### src/rtl/control_sequencer_if.sv
// control_sequencer_if
// Bundles the strobes between the hardwired control unit and the 32-bit datapath.
//   master (control unit): drives all strobes, run, illegal; samples opcode, mem_ready.
//   slave  (datapath)    : the mirror image.
interface control_sequencer_if;
    // Datapath -> control
    logic [4:0] opcode;
    logic       mem_ready;
    // Bus source selects
    logic       PCout, ZLowout, ZHighout, MDRout, HIout, LOout, Cout, InPortout;
    // Register load enables
    logic       MAR_enable, MDR_enable, IR_enable, Y_enable, PC_enable;
    logic       Z_low_enable, Z_high_enable, HI_enable, LO_enable;
    // PC increment and memory strobes
    logic       IncPC, Read, Write;
    // IR register-field selects
    logic       GRA, GRB, GRC, Rin, Rout, BAout;
    // ALU opcode and status
    logic [4:0] operation;
    logic       run;
    logic       illegal;

    modport master (
        input  opcode, mem_ready,
        output PCout, ZLowout, ZHighout, MDRout, HIout, LOout, Cout, InPortout,
        output MAR_enable, MDR_enable, IR_enable, Y_enable, PC_enable,
        output Z_low_enable, Z_high_enable, HI_enable, LO_enable,
        output IncPC, Read, Write,
        output GRA, GRB, GRC, Rin, Rout, BAout,
        output operation, run, illegal
    );

    modport slave (
        output opcode, mem_ready,
        input  PCout, ZLowout, ZHighout, MDRout, HIout, LOout, Cout, InPortout,
        input  MAR_enable, MDR_enable, IR_enable, Y_enable, PC_enable,
        input  Z_low_enable, Z_high_enable, HI_enable, LO_enable,
        input  IncPC, Read, Write,
        input  GRA, GRB, GRC, Rin, Rout, BAout,
        input  operation, run, illegal
    );
endinterface

### src/rtl/control_sequencer.sv
// control_sequencer
// Hardwired Moore-FSM control unit for the 32-bit bus CPU. Sequences fetch (T0-T2) and
// execute (T3-T7), stretching memory accesses until mem_ready.
//   clock : rising-edge clock
//   clear : asynchronous active-high reset, aborts any instruction immediately
//   bus   : control_sequencer_if master modport (all datapath strobes, opcode, mem_ready)
module control_sequencer #(
    parameter logic [4:0] ADD_OP = 5'b00011
) (
    input  logic                clock,
    input  logic                clear,
    control_sequencer_if.master bus
);

    typedef enum logic [3:0] {
        StReset, StT0, StT1, StT2, StT3, StT4, StT5, StT6, StT7, StHalt
    } state_e;

    localparam logic [4:0] OpLd   = 5'b00000;
    localparam logic [4:0] OpLdi  = 5'b00001;
    localparam logic [4:0] OpSt   = 5'b00010;
    localparam logic [4:0] OpAddi = 5'b01100;
    localparam logic [4:0] OpAndi = 5'b01101;
    localparam logic [4:0] OpMfhi = 5'b11000;
    localparam logic [4:0] OpMflo = 5'b11001;
    localparam logic [4:0] OpNop  = 5'b11010;
    localparam logic [4:0] OpHalt = 5'b11011;

    state_e     r_state;
    state_e     w_next;
    logic [4:0] r_op;   // opcode captured in T3; IR may not be trusted to hold it later
    logic [4:0] w_op;
    logic       w_zin;
    logic [4:0] w_imm_alu;

    function automatic logic is_alu(input logic [4:0] op);
        return (op >= 5'b00011) && (op <= 5'b01011);
    endfunction

    function automatic logic is_imm(input logic [4:0] op);
        return (op >= 5'b01100) && (op <= 5'b01110);
    endfunction

    function automatic logic is_muldiv(input logic [4:0] op);
        return (op == 5'b01111) || (op == 5'b10000);
    endfunction

    function automatic logic is_neg(input logic [4:0] op);
        return (op == 5'b10001) || (op == 5'b10010);
    endfunction

    // Opcode in effect: live during T3 (the dispatch cycle), latched copy afterwards.
    assign w_op = (r_state == StT3) ? bus.opcode : r_op;

    always_comb begin
        w_imm_alu = 5'b00110;
        if (w_op == OpAddi) begin
            w_imm_alu = 5'b00011;
        end else if (w_op == OpAndi) begin
            w_imm_alu = 5'b00101;
        end
    end

    // State register
    always_ff @(posedge clock or posedge clear) begin
        if (clear) begin
            r_state <= StReset;
            r_op    <= 5'b00000;
        end else begin
            r_state <= w_next;
            if (r_state == StT3) begin
                r_op <= bus.opcode;
            end
        end
    end

    // Next-state logic
    always_comb begin
        w_next = r_state;
        unique case (r_state)
            StReset: w_next = StT0;
            StT0:    w_next = StT1;
            StT1:    w_next = bus.mem_ready ? StT2 : StT1;
            StT2:    w_next = StT3;
            StT3: begin
                if (is_alu(w_op) || is_imm(w_op) || is_muldiv(w_op) || is_neg(w_op) ||
                    (w_op == OpLdi) || (w_op == OpLd) || (w_op == OpSt)) begin
                    w_next = StT4;
                end else if (w_op == OpHalt) begin
                    w_next = StHalt;
                end else begin
                    w_next = StT0;
                end
            end
            StT4:    w_next = is_neg(w_op) ? StT0 : StT5;
            StT5: begin
                if (is_muldiv(w_op) || (w_op == OpLd) || (w_op == OpSt)) begin
                    w_next = StT6;
                end else begin
                    w_next = StT0;
                end
            end
            StT6: begin
                if (w_op == OpLd) begin
                    w_next = bus.mem_ready ? StT7 : StT6;
                end else if (w_op == OpSt) begin
                    w_next = StT7;
                end else begin
                    w_next = StT0;
                end
            end
            StT7: begin
                if (w_op == OpSt) begin
                    w_next = bus.mem_ready ? StT0 : StT7;
                end else begin
                    w_next = StT0;
                end
            end
            StHalt:  w_next = StHalt;
            default: w_next = StReset;
        endcase
    end

    assign bus.Z_low_enable  = w_zin;
    assign bus.Z_high_enable = w_zin;

    // Output decode
    always_comb begin
        bus.PCout      = 1'b0;
        bus.ZLowout    = 1'b0;
        bus.ZHighout   = 1'b0;
        bus.MDRout     = 1'b0;
        bus.HIout      = 1'b0;
        bus.LOout      = 1'b0;
        bus.Cout       = 1'b0;
        bus.InPortout  = 1'b0;
        bus.MAR_enable = 1'b0;
        bus.MDR_enable = 1'b0;
        bus.IR_enable  = 1'b0;
        bus.Y_enable   = 1'b0;
        bus.PC_enable  = 1'b0;
        bus.HI_enable  = 1'b0;
        bus.LO_enable  = 1'b0;
        bus.IncPC      = 1'b0;
        bus.Read       = 1'b0;
        bus.Write      = 1'b0;
        bus.GRA        = 1'b0;
        bus.GRB        = 1'b0;
        bus.GRC        = 1'b0;
        bus.Rin        = 1'b0;
        bus.Rout       = 1'b0;
        bus.BAout      = 1'b0;
        bus.operation  = 5'b00000;
        bus.illegal    = 1'b0;
        w_zin          = 1'b0;
        bus.run        = (r_state != StReset) && (r_state != StHalt);
        unique case (r_state)
            StT0: begin
                bus.PCout      = 1'b1;
                bus.MAR_enable = 1'b1;
                bus.IncPC      = 1'b1;
            end
            StT1: begin
                bus.Read       = 1'b1;
                bus.MDR_enable = 1'b1;
            end
            StT2: begin
                bus.MDRout    = 1'b1;
                bus.IR_enable = 1'b1;
            end
            StT3: begin
                if (is_alu(w_op) || is_imm(w_op)) begin
                    bus.GRB      = 1'b1;
                    bus.Rout     = 1'b1;
                    bus.Y_enable = 1'b1;
                end else if (is_neg(w_op)) begin
                    bus.GRB       = 1'b1;
                    bus.Rout      = 1'b1;
                    bus.operation = w_op;
                    w_zin         = 1'b1;
                end else if (is_muldiv(w_op)) begin
                    bus.GRA      = 1'b1;
                    bus.Rout     = 1'b1;
                    bus.Y_enable = 1'b1;
                end else if ((w_op == OpLdi) || (w_op == OpLd) || (w_op == OpSt)) begin
                    bus.GRB      = 1'b1;
                    bus.BAout    = 1'b1;
                    bus.Y_enable = 1'b1;
                end else if ((w_op == OpMfhi) || (w_op == OpMflo)) begin
                    bus.HIout = (w_op == OpMfhi);
                    bus.LOout = (w_op == OpMflo);
                    bus.GRA   = 1'b1;
                    bus.Rin   = 1'b1;
                end else if ((w_op != OpNop) && (w_op != OpHalt)) begin
                    bus.illegal = 1'b1;
                end
            end
            StT4: begin
                if (is_alu(w_op)) begin
                    bus.GRC       = 1'b1;
                    bus.Rout      = 1'b1;
                    bus.operation = w_op;
                    w_zin         = 1'b1;
                end else if (is_imm(w_op)) begin
                    bus.Cout      = 1'b1;
                    bus.operation = w_imm_alu;
                    w_zin         = 1'b1;
                end else if (is_neg(w_op)) begin
                    bus.ZLowout = 1'b1;
                    bus.GRA     = 1'b1;
                    bus.Rin     = 1'b1;
                end else if (is_muldiv(w_op)) begin
                    bus.GRB       = 1'b1;
                    bus.Rout      = 1'b1;
                    bus.operation = w_op;
                    w_zin         = 1'b1;
                end else begin
                    // ldi / ld / st: effective address = base + C
                    bus.Cout      = 1'b1;
                    bus.operation = ADD_OP;
                    w_zin         = 1'b1;
                end
            end
            StT5: begin
                bus.ZLowout = 1'b1;
                if (is_muldiv(w_op)) begin
                    bus.LO_enable = 1'b1;
                end else if ((w_op == OpLd) || (w_op == OpSt)) begin
                    bus.MAR_enable = 1'b1;
                end else begin
                    bus.GRA = 1'b1;
                    bus.Rin = 1'b1;
                end
            end
            StT6: begin
                if (is_muldiv(w_op)) begin
                    bus.ZHighout  = 1'b1;
                    bus.HI_enable = 1'b1;
                end else if (w_op == OpLd) begin
                    bus.Read       = 1'b1;
                    bus.MDR_enable = 1'b1;
                end else begin
                    bus.GRA        = 1'b1;
                    bus.Rout       = 1'b1;
                    bus.MDR_enable = 1'b1;
                end
            end
            StT7: begin
                if (w_op == OpLd) begin
                    bus.MDRout = 1'b1;
                    bus.GRA    = 1'b1;
                    bus.Rin    = 1'b1;
                end else begin
                    bus.Write = 1'b1;
                end
            end
            default: ;
        endcase
    end

endmodule
### src/flat_wrapper.sv
// flat-port wrapper written by rule: the top's interface ports become plain ports
module control_sequencer_flat 
#(
    parameter logic [4:0] ADD_OP = 5'b00011
)
  (clock, clear, bus_opcode, bus_mem_ready, bus_PCout, bus_ZLowout, bus_ZHighout, bus_MDRout, bus_HIout, bus_LOout, bus_Cout, bus_InPortout, bus_MAR_enable, bus_MDR_enable, bus_IR_enable, bus_Y_enable, bus_PC_enable, bus_Z_low_enable, bus_Z_high_enable, bus_HI_enable, bus_LO_enable, bus_IncPC, bus_Read, bus_Write, bus_GRA, bus_GRB, bus_GRC, bus_Rin, bus_Rout, bus_BAout, bus_operation, bus_run, bus_illegal);
  control_sequencer_if bus_i ();
  input  logic clock;
  input  logic clear;
  input wire logic [$bits(bus_i.opcode)-1:0] bus_opcode;
  input wire logic [$bits(bus_i.mem_ready)-1:0] bus_mem_ready;
  output wire logic [$bits(bus_i.PCout)-1:0] bus_PCout;
  output wire logic [$bits(bus_i.ZLowout)-1:0] bus_ZLowout;
  output wire logic [$bits(bus_i.ZHighout)-1:0] bus_ZHighout;
  output wire logic [$bits(bus_i.MDRout)-1:0] bus_MDRout;
  output wire logic [$bits(bus_i.HIout)-1:0] bus_HIout;
  output wire logic [$bits(bus_i.LOout)-1:0] bus_LOout;
  output wire logic [$bits(bus_i.Cout)-1:0] bus_Cout;
  output wire logic [$bits(bus_i.InPortout)-1:0] bus_InPortout;
  output wire logic [$bits(bus_i.MAR_enable)-1:0] bus_MAR_enable;
  output wire logic [$bits(bus_i.MDR_enable)-1:0] bus_MDR_enable;
  output wire logic [$bits(bus_i.IR_enable)-1:0] bus_IR_enable;
  output wire logic [$bits(bus_i.Y_enable)-1:0] bus_Y_enable;
  output wire logic [$bits(bus_i.PC_enable)-1:0] bus_PC_enable;
  output wire logic [$bits(bus_i.Z_low_enable)-1:0] bus_Z_low_enable;
  output wire logic [$bits(bus_i.Z_high_enable)-1:0] bus_Z_high_enable;
  output wire logic [$bits(bus_i.HI_enable)-1:0] bus_HI_enable;
  output wire logic [$bits(bus_i.LO_enable)-1:0] bus_LO_enable;
  output wire logic [$bits(bus_i.IncPC)-1:0] bus_IncPC;
  output wire logic [$bits(bus_i.Read)-1:0] bus_Read;
  output wire logic [$bits(bus_i.Write)-1:0] bus_Write;
  output wire logic [$bits(bus_i.GRA)-1:0] bus_GRA;
  output wire logic [$bits(bus_i.GRB)-1:0] bus_GRB;
  output wire logic [$bits(bus_i.GRC)-1:0] bus_GRC;
  output wire logic [$bits(bus_i.Rin)-1:0] bus_Rin;
  output wire logic [$bits(bus_i.Rout)-1:0] bus_Rout;
  output wire logic [$bits(bus_i.BAout)-1:0] bus_BAout;
  output wire logic [$bits(bus_i.operation)-1:0] bus_operation;
  output wire logic [$bits(bus_i.run)-1:0] bus_run;
  output wire logic [$bits(bus_i.illegal)-1:0] bus_illegal;
  assign bus_i.opcode = bus_opcode;
  assign bus_i.mem_ready = bus_mem_ready;
  assign bus_PCout = bus_i.PCout;
  assign bus_ZLowout = bus_i.ZLowout;
  assign bus_ZHighout = bus_i.ZHighout;
  assign bus_MDRout = bus_i.MDRout;
  assign bus_HIout = bus_i.HIout;
  assign bus_LOout = bus_i.LOout;
  assign bus_Cout = bus_i.Cout;
  assign bus_InPortout = bus_i.InPortout;
  assign bus_MAR_enable = bus_i.MAR_enable;
  assign bus_MDR_enable = bus_i.MDR_enable;
  assign bus_IR_enable = bus_i.IR_enable;
  assign bus_Y_enable = bus_i.Y_enable;
  assign bus_PC_enable = bus_i.PC_enable;
  assign bus_Z_low_enable = bus_i.Z_low_enable;
  assign bus_Z_high_enable = bus_i.Z_high_enable;
  assign bus_HI_enable = bus_i.HI_enable;
  assign bus_LO_enable = bus_i.LO_enable;
  assign bus_IncPC = bus_i.IncPC;
  assign bus_Read = bus_i.Read;
  assign bus_Write = bus_i.Write;
  assign bus_GRA = bus_i.GRA;
  assign bus_GRB = bus_i.GRB;
  assign bus_GRC = bus_i.GRC;
  assign bus_Rin = bus_i.Rin;
  assign bus_Rout = bus_i.Rout;
  assign bus_BAout = bus_i.BAout;
  assign bus_operation = bus_i.operation;
  assign bus_run = bus_i.run;
  assign bus_illegal = bus_i.illegal;
  control_sequencer #(.ADD_OP(ADD_OP)) u_core (.clock(clock), .clear(clear), .bus(bus_i));
endmodule
### config.mk
export PLATFORM = sky130hd
export DESIGN_NAME = control_sequencer_flat
export DESIGN_NICKNAME = d
export VERILOG_FILES = /design/src/rtl/control_sequencer_if.sv /design/src/rtl/control_sequencer.sv /design/src/flat_wrapper.sv
export SDC_FILE = /design/constraint.sdc
export NUM_CORES = 1
export LEC_CHECK = 0
export BUFFER_PORTS_ARGS = -buffer_cell sky130_fd_sc_hd__buf_2
export CORE_MARGIN = 2
export CORE_UTILIZATION = 40
export DETAILED_ROUTE_END_ITERATION = 16
export GPL_TIMING_DRIVEN = 0
export PLACE_DENSITY = 0.65
export SETUP_SLACK_MARGIN = 0.2
export SKIP_LAST_GASP = 1
export SYNTH_ARGS = -nofsm -noshare
export SYNTH_HDL_FRONTEND = slang
export SYNTH_SLANG_ARGS = --single-unit
### constraint.sdc
create_clock -name clock -period 2.3 [get_ports clock]
set_input_delay 0.115 -clock clock [delete_from_list [all_inputs] [get_ports clock]]
set_output_delay 0.115 -clock clock [all_outputs]
set_load 0.05 [all_outputs]
==> flow_summary_export.csv <==
group,metric,value,unit
clock_network,tritoncts,"yes",
routing,routed_wl,6420,µm
synth,ys_types,58,
global_routing,overflow,0,
synth,yosys.area.top_type_share,17.5,%
floorplanning,num_io_pins,41,
routing,vias,1968,
finish,nets,276,
synth,netlist_instances,182,
floorplanning,row_count,20,
global_routing,grt_max_degree,11,
clock_network,h-tree-depth,1,
outcome,violations,"setup timing",
power,leakage,1.05,nW
synth,syn_area_per_cell,7.07,µm²
routing,drt_iter0_drc,140,
synth,ys.flop_type,"dfrtp_1",
worst_setup_path,start_kind,"flop",
sta,worstMarginPinSlew,0.812,ns
clock_network,cts_root_buffer,"clkbuf_4",
floorplanning,dieArea,3690,µm²
sta,setup_ws,-0.381,ns
global_routing,antenna_found_initial,0,
sta,max_freq,373,MHz
synth,synthTopCellsByArea,"dfrtp_1, nor2_1, nand2_1, nor3_1, clkbuf_1",
worst_setup_path,cp_data_required_time,2.18,ns
outcome,status,"finished with violations",
sta,maxSlewViolCount,0,
worst_setup_path,cpLargestDelayFamily,"compound AO/OA/AOI/OAI gates",
synth,ys_ff_latch,9,
finish,postLayoutCoreUtil,83.2,%
synth,synth_area,1290,µm²
worst_setup_path,max_stage_delay,0.42,ns
routing,viasPerCell,6.33,
synth,yosysTopAreaCell,"dfrtp_1",
power,power.density,1300,nW/µm²
floorplanning,fp.coreArea,3050,µm²
finish,diodes,0,
finish,syn2layout_area_growth,97.5,%
flow_run,max_cap_violations,0,
synth,ys_top_cells_by_count,"nor2_1, nand2_1, clkbuf_1",
worst_setup_path,crit_chain,"buf_6, buf_12, nor4b_4, buf_6, buf_4, nand3_4, o22ai_4, nor2_4, a221o_2, buf_6",
worst_setup_path,crit_buf_inv,5,
worst_hold_path,min_path_type,"in2reg",
sta,period_minus_slack,2.68,ns
sta,finalSetupTns,-4.81,ns
worst_setup_path,crit_top_cell,"buf_6",
finish,layout-drive-gt1-share,58.4,%
floorplanning,dieWidth,60.7,µm
floorplanning,start_util,42.1,%
synth,synth.most_common_cell,"nor2_1",
clock_network,clk_pin_slew,0.06,ns
synth,synthArstFlopShare,100,%
synth,ys_warn_count,0,
sta,max_slew_margin,45.1,%
sta,setup_viol,23,
routing,drt_first_pass_iters,5,
place,gp_congestion,0.907,
power,peakVddDrop,0.861,mV
sta,rsz0062_at_grt,"yes",
clock_network,clk_latency,0.27,ns
worst_setup_path,path_class,"reg2out",
floorplanning,dieHeight,60.7,µm
clock_network,numCtsBuffers,3,
global_routing,first_global_vias,1625,
place,dp_hpwl,3200,µm
place,port_buffers,36,
sta,hold_viol,0,
global_routing,grt_pass1_wl,8180,µm
routing,drcViolationCount,0,
routing,wl_per_cell,20.6,µm
worst_setup_path,arrival,2.57,ns
worst_setup_path,crit_fanout,6,
routing,ant_nets,0,
synth,synth_seq_area_share,17.5,%
sta,fin_crit_sh,117,%
clock_network,cts_sinks,9,
worst_setup_path,cp-end-kind,"output pin",
global_routing,grt.total_usage,29.6,%
sta,fin_skew,0.00227,ns
clock_network,clockBufferDepth,2,
synth,synth-edff-count,0,
worst_setup_path,cp_slowest_cell,"dfrtp_2",
-- path summary, 6_finish.rpt --
| check | start | end | slack, ns | cells past startpoint |
|---|---|---|---|---|
| hold reg to reg | u_core.r_op[2] | u_core.r_op[2] | 0.87 | 3 |
| hold / removal | bus_mem_ready | u_core.r_state[0] | 0.24 | 3 |
| max in group asynchronous | clear | u_core.r_state[1] | 1.69 | 3 |
| min in group asynchronous | clear | u_core.r_op[0] | 0.34 | 3 |
| setup reg to reg | u_core.r_state[3] | u_core.r_state[3] | -0.18 | 17 |
| setup / recovery | u_core.r_state[3] | bus_GRA | -0.38 | 10 |
-- where the power goes --
group          internal [mW]  switching, mW
combinational           1.12           1.73
clock                 0.0670         0.0575
sequential             0.234          0.100
-- what timing repair did --
item                       CTS  global route
setup endpoints to repair   30            33
buffers inserted            33            10
hold buffers                 1             0
hold endpoints to repair     9             0
pin swaps                   19            17
resized for setup          101            44
-- worst min-delay path: stages --
cell      delay [ns]
buf_2           0.14
nor2_1          0.11
o211ai_1        0.09
-- sequential cells by signal, indices dropped and copies added (netlist names) --
name,flops
u_core.r_op,5
u_core.r_state,4
-- cell families after synthesis --
logic type / after synthesis / share of synthesized area [%]
compound gates: 50 / 27.3
buf+inv: 25 / 8.95
xor+xnor: 6 / 4.09
mux: 7 / 5.74
other cells: 1 / 0.292
flops: 9 / 17.5
simple gates: 84 / 36.1
-- layout make-up --
| class | instances | area, µm² |
|---|---|---|
| Timing Repair Buffer | 80 | 778 |
| Inverter | 5 | 18.8 |
| Fill cell | 179 | 513 |
| Clock buffer | 4 | 26.3 |
| Multi-Input combinational cell | 149 | 1310 |
| Buffer | 20 | 126 |
| Tap cell | 44 | 55.1 |
| Sequential cell | 9 | 228 |
-- layer usage --
metal,part of all wire [%],vias up,track usage [%]
li1,-,826,-
met1,37,918,42.2
met2,47,181,47.8
met3,11,43,2.99
met4,4.7,0,8.07
met5,0,-,0
-- cell usage in the layout (no fill, tap or decap), drive strengths merged, types with 3 or more instances in the layout --
cell type	Yosys	final
buf	8	88
dfrtp	9	9
or2	4	4
nand2	13	13
nor3b	4	4
a21oi	8	8
o21ai	10	10
xnor2	3	3
nand3b	3	3
inv	5	5
xor2	3	3
nor2	23	23
mux2	3	3
mux2i	4	4
o21a	3	3
o31ai	3	3
nand2b	5	5
o211ai	4	4
nand3	7	7
nor3	9	9
clkbuf	12	15
nor4	3	3
-- per-stage QoR --
step	std cells	hold WS (ns)	power, mW	setup slack [ns]	area, µm²
after floorplan	183	-0.0571	1.88	-0.197	1430
after global placement	263	0.0671	2.27	-0.649	1670
after detailed placement	263	0.0793	2.27	-0.639	1670
after CTS	301	0.224	2.88	-0.328	2320
after global routing	311	0.254	3.44	-0.409	2540
final	311	0.235	3.31	-0.381	2540
(Power assumes the default switching activity.)
